**config.mk**
```make
export PLATFORM = sky130hd
export DESIGN_NAME = skstat_gen_reg
export DESIGN_NICKNAME = d
export VERILOG_FILES = /design/src/rtl/skstat_gen_reg.sv
export SDC_FILE = /design/constraint.sdc
export NUM_CORES = 1
export LEC_CHECK = 0
export ABC_CLOCK_PERIOD_IN_PS = 3180
export CAP_MARGIN = 20
export CORE_AREA = 5 5 42 44
export CTS_BUF_LIST = sky130_fd_sc_hd__clkbuf_4
export DETAILED_ROUTE_END_ITERATION = 7
export DIE_AREA = 0 0 47 49
export DONT_BUFFER_PORTS = 1
export SYNTH_ARGS = -nofsm -noshare
export SYNTH_HDL_FRONTEND = slang
export SYNTH_SLANG_ARGS = --single-unit
```
**constraint.sdc**
```tcl
create_clock -name clk -period 3.18 [get_ports clk]
set_input_delay 0.477 -clock clk [delete_from_list [all_inputs] [get_ports clk]]
set_output_delay 0.477 -clock clk [all_outputs]
set_load 0.02 [all_outputs]
```
**src/rtl/skstat_gen_reg.sv**
```systemverilog
// -----------------------------------------------------------------------------
// skstat_gen_reg
// Parametrised SKSTAT-style status register. Holds NEVT sticky event flags
// (edge- or level-triggered per bit), NLIVE live status bits (optionally
// synchronised into the clk domain) and a masked, registered interrupt request.
// Sticky/edge-history state advances only on clock-enable pulses; the
// synchroniser and irq register run on every clk edge.
//
// Ports:
//   clk      in   system clock
//   reset_n  in   synchronous active-low reset
//   en       in   1-clk-wide clock-enable pulse (slow-clock edge)
//   evtIn    in   [NEVT]  event strobes/levels
//   liveIn   in   [NLIVE] live status inputs
//   clrAll   in   clear-all strobe (SKRES write)
//   clrBits  in   [NEVT]  write-1-to-clear mask, qualified by clrWr
//   clrWr    in   per-bit clear write strobe
//   irqMask  in   [NEVT]  interrupt enable per event bit
//   irq      out  registered interrupt request
//   Dout     out  [DW]    status read value (active-low when INVERT=1)
// -----------------------------------------------------------------------------
module skstat_gen_reg #(
  parameter int unsigned     NEVT      = 3,
  parameter int unsigned     NLIVE     = 4,
  parameter int unsigned     DW        = 8,
  parameter logic [NEVT-1:0] EDGE_MASK = 3'b111,
  parameter bit              SYNC      = 1'b1,
  parameter bit              INVERT    = 1'b1
) (
  input  logic             clk,
  input  logic             reset_n,
  input  logic             en,
  input  logic [NEVT-1:0]  evtIn,
  input  logic [NLIVE-1:0] liveIn,
  input  logic             clrAll,
  input  logic [NEVT-1:0]  clrBits,
  input  logic             clrWr,
  input  logic [NEVT-1:0]  irqMask,
  output logic             irq,
  output logic [DW-1:0]    Dout
);

  // The read vector must be wide enough for sticky plus live fields.
  if (NEVT + NLIVE > DW) begin : g_width_check
    $error("skstat_gen_reg: NEVT + NLIVE must not exceed DW");
  end

  logic [NEVT-1:0]  sticky_q, sticky_d;
  logic [NEVT-1:0]  prev_q, prev_d;
  logic [NEVT-1:0]  set_req, clr_req;
  logic             irq_q, irq_d;
  logic [NLIVE-1:0] live_s;
  logic [DW-1:0]    dout_raw;

  // Live-input path: two-flop synchroniser or straight wire.
  if (SYNC) begin : g_sync
    logic [NLIVE-1:0] sync1_q, sync2_q;

    // Synchroniser stages run every clk, independent of en.
    always_ff @(posedge clk) begin
      if (!reset_n) begin
        sync1_q <= '0;
        sync2_q <= '0;
      end else begin
        sync1_q <= liveIn;
        sync2_q <= sync1_q;
      end
    end

    assign live_s = sync2_q;
  end else begin : g_nosync
    assign live_s = liveIn;
  end

  // Next-state for sticky flags, edge history and irq.
  always_comb begin
    // Edge-mode bits need a fresh 0->1 transition; level-mode bits set while high.
    set_req = (evtIn & ~prev_q & EDGE_MASK) | (evtIn & ~EDGE_MASK);
    clr_req = {NEVT{clrAll}} | ({NEVT{clrWr}} & clrBits);
    if (en) begin
      prev_d   = evtIn;
      // Set has priority over a simultaneous clear so no event is lost.
      sticky_d = set_req | (sticky_q & ~clr_req);
    end else begin
      prev_d   = prev_q;
      sticky_d = sticky_q;
    end
    // Built from next-state so a mask change alone shows up on the next clk.
    irq_d = |(sticky_d & irqMask);
  end

  // State registers; reset overrides any pending set on the same edge.
  always_ff @(posedge clk) begin
    if (!reset_n) begin
      sticky_q <= '0;
      prev_q   <= '0;
      irq_q    <= 1'b0;
    end else begin
      sticky_q <= sticky_d;
      prev_q   <= prev_d;
      irq_q    <= irq_d;
    end
  end

  assign irq = irq_q;

  // Read vector: sticky in the top bits, live bits below, zero padding at the bottom.
  always_comb begin
    dout_raw                      = '0;
    dout_raw[DW-1 -: NEVT]        = sticky_q;
    dout_raw[DW-1-NEVT -: NLIVE]  = live_s;
    if (INVERT) begin
      Dout = ~dout_raw;
    end else begin
      Dout = dout_raw;
    end
  end

endmodule
```
==> flow_metrics.tcl <==
set metrics [dict create \
    grt_pass1_vias 335 \
    critical-path-top-delay-family "flip-flops" \
    rsz0062_at_grt "no" \
    ys_types 22 \
    root_buffer "clkbuf_4" \
    required_ns 2.70 \
    grt_max_degree 16 \
    cts_tree "done" \
    die_area_um2 2300 \
    initial_core_util_pct 41.5 \
    nets 78 \
    finalSetupViolations 0 \
    htree_levels 1 \
    avgSynthCellArea_um2 10.0 \
    routed_wl_um 890 \
    gp_congestion 0.745 \
    slowest_delay_ns 0.34 \
    powerDensity_nw_per_um2 562 \
    ant_nets 0 \
    crit_path_max_fanout 3 \
    hp-class "primary input to flop" \
    cp_cell_sequence "inv_1" \
    die_w_um 47 \
    cts_setup_buffers 0 \
    drive_gt1_share_pct 10.2 \
    netlist_instances 58 \
    hold_ws_ns 0.313 \
    numCtsBuffers 3 \
    startpoint_type "flop" \
    drc_errors 0 \
    rows 14 \
    hold_buffers 0 \
    fillCellCount 152 \
    status "finished clean" \
    grt_pass1_wl_um 1300 \
    ys_seq_area_share_pct 51.6 \
    vias_per_cell 4.68 \
    timing.final.crit_period_ns 1.24 \
    cp.arrival_ns 0.77 \
    max-vdd-ir-drop_mv 0.248 \
    p_leak_nw 0.257 \
    fin_setup_tns_ns 0 \
    wl_per_cell_um 11.9 \
    clk_pin_slew_ns 0.09 \
    cp_num_buf_inv 1 \
    io_buffers 0 \
    syn_to_final_growth_pct 4.30 \
    final_max_slew_viol_count 0 \
    yosysWarnings 0 \
    max_cap_violations 0 \
    synthesis.nets 76 \
    drtPass1Iterations 2 \
    num_antenna_cells 0 \
    io_pins 27 \
    antenna_found_initial 0 \
    fin_crit_sh_pct 39.1 \
    ys_seq_elements 15 \
    final_common_cell "dfxtp_1" \
    grtUsageTotal_pct 8.07 \
    grt-ovfl-total 0 \
    fmax_ghz 0.804 \
    final_cell_mix "15 x dfxtp_1, 8 x and2_1, 7 x inv_1" \
    drt_iter0_drc 4 \
    via_count 351 \
    skew_ns 0.00257 \
    final_hold_viol_count 0 \
    crit_path_top_delay_cell "dfxtp_1" \
    post-dp-hpwl_um 714 \
    clock_latency_ns 0.28 \
    end_kind "output port" \
    die_h_um 49 \
    syn_area_um2 582 \
    fin_ws_ns 1.94 \
    postCtsResizedCells 0 \
    dp_worst_setup_slack_ns 1.93 \
    core_um2 1400 \
    cts_buffer_depth 2 \
    cts_sinks 15 \
    critPathKind "flop to output port" \
]
-- cell usage after synthesis --
library cell | number | area [um^2]
nand3b_4 | 1 | 20.0
a221o_1 | 1 | 10.0
nand2b_1 | 1 | 6.26
o21ai_2 | 1 | 8.76
clkinv_1 | 1 | 3.75
buf_4 | 1 | 7.51
a21oi_1 | 1 | 5.00
nand2_1 | 3 | 11.3
inv_1 | 7 | 26.3
mux2i_1 | 3 | 30.0
o21ai_1 | 1 | 5.00
dfxtp_1 | 15 | 300
a32oi_1 | 1 | 8.76
clkbuf_1 | 1 | 3.75
conb_1 | 1 | 3.75
nand3_1 | 1 | 5.00
a21boi_1 | 2 | 15.0
and3b_1 | 1 | 8.76
buf_6 | 1 | 11.3
and2_1 | 8 | 50.1
nor2b_1 | 5 | 31.3
a32o_1 | 1 | 10.0
-- registers in the layout, indices dropped and copies added (netlist names) --
register        flops
g_sync.sync2_q      4
prev_q              3
irq                 1
g_sync.sync1_q      4
sticky_q            3
-- stage by stage --
| stage | instance area (um^2) | std cells | utilization (%) | power [W] |
|---|---|---|---|---|
| floorplan | 582 | 58 | - | 0.000241 |
| finish | 607 | 75 | 43.3 | 0.000341 |
| CTS | 607 | 75 | 43.3 | 0.000346 |
| global placement | 579 | 71 | 41.3 | 0.000239 |
| global route | 607 | 75 | 43.3 | 0.000358 |
| detailed placement | 579 | 71 | 41.3 | 0.000240 |
-- report_power, final --
part           switching [W]  internal, W
Combinational      0.0000158    0.0000137
Sequential        0.00000601     0.000199
Clock              0.0000599    0.0000466
-- cells by family (layout without fill, tap and decap cells) --
group,Yosys count,after routing,share of synthesized area (%)
simple gates,20,20,22.8
other cells,1,1,0.645
flops,15,15,51.6
compound gates,8,8,10.8
mux,3,3,5.16
buf+inv,11,12,9.03
-- worst reg2reg max path: stages, from the launching register on --
cell and delay, ns:
dfxtp_1 0.32, inv_1 0.17, o21ai_1 0.09, a32o_1 0.21, a221o_1 0.28
-- worst paths after layout --
check,cells after the start,from,slack [ns],to
worst min-delay path,1,reset_n,0.31,g_sync.sync2_q[0]$_SDFF_PN0_
worst min register to register,1,g_sync.sync1_q[1]$_SDFF_PN0_,0.44,g_sync.sync2_q[1]$_SDFF_PN0_
worst max register to register,4,sticky_q[1]$_SDFF_PN0_,2.01,irq$_SDFF_PN0_
worst max-delay path,1,sticky_q[0]$_SDFF_PN0_,1.94,Dout[5]
-- area by class of cell --
cell class	instances	area [um^2]	area share (%)
multi-input combinational	32	229	37.7
sequential	15	300	49.5
tap	16	20.0	3.30
inverter	8	30.0	4.95
clock buffer	3	22.5	3.71
clock inverter	1	5.00	0.825
-- per-layer routing --
metal / wire [um] / vias to the layer above / GRT usage, %
li1: - / 186 / -
met1: 378 / 153 / 10.1
met2: 430 / 10 / 10.6
met3: 67 / 2 / 2.58
met4: 13 / 0 / 6.91
met5: 0 / - / 0
(Power assumes the default switching activity.)
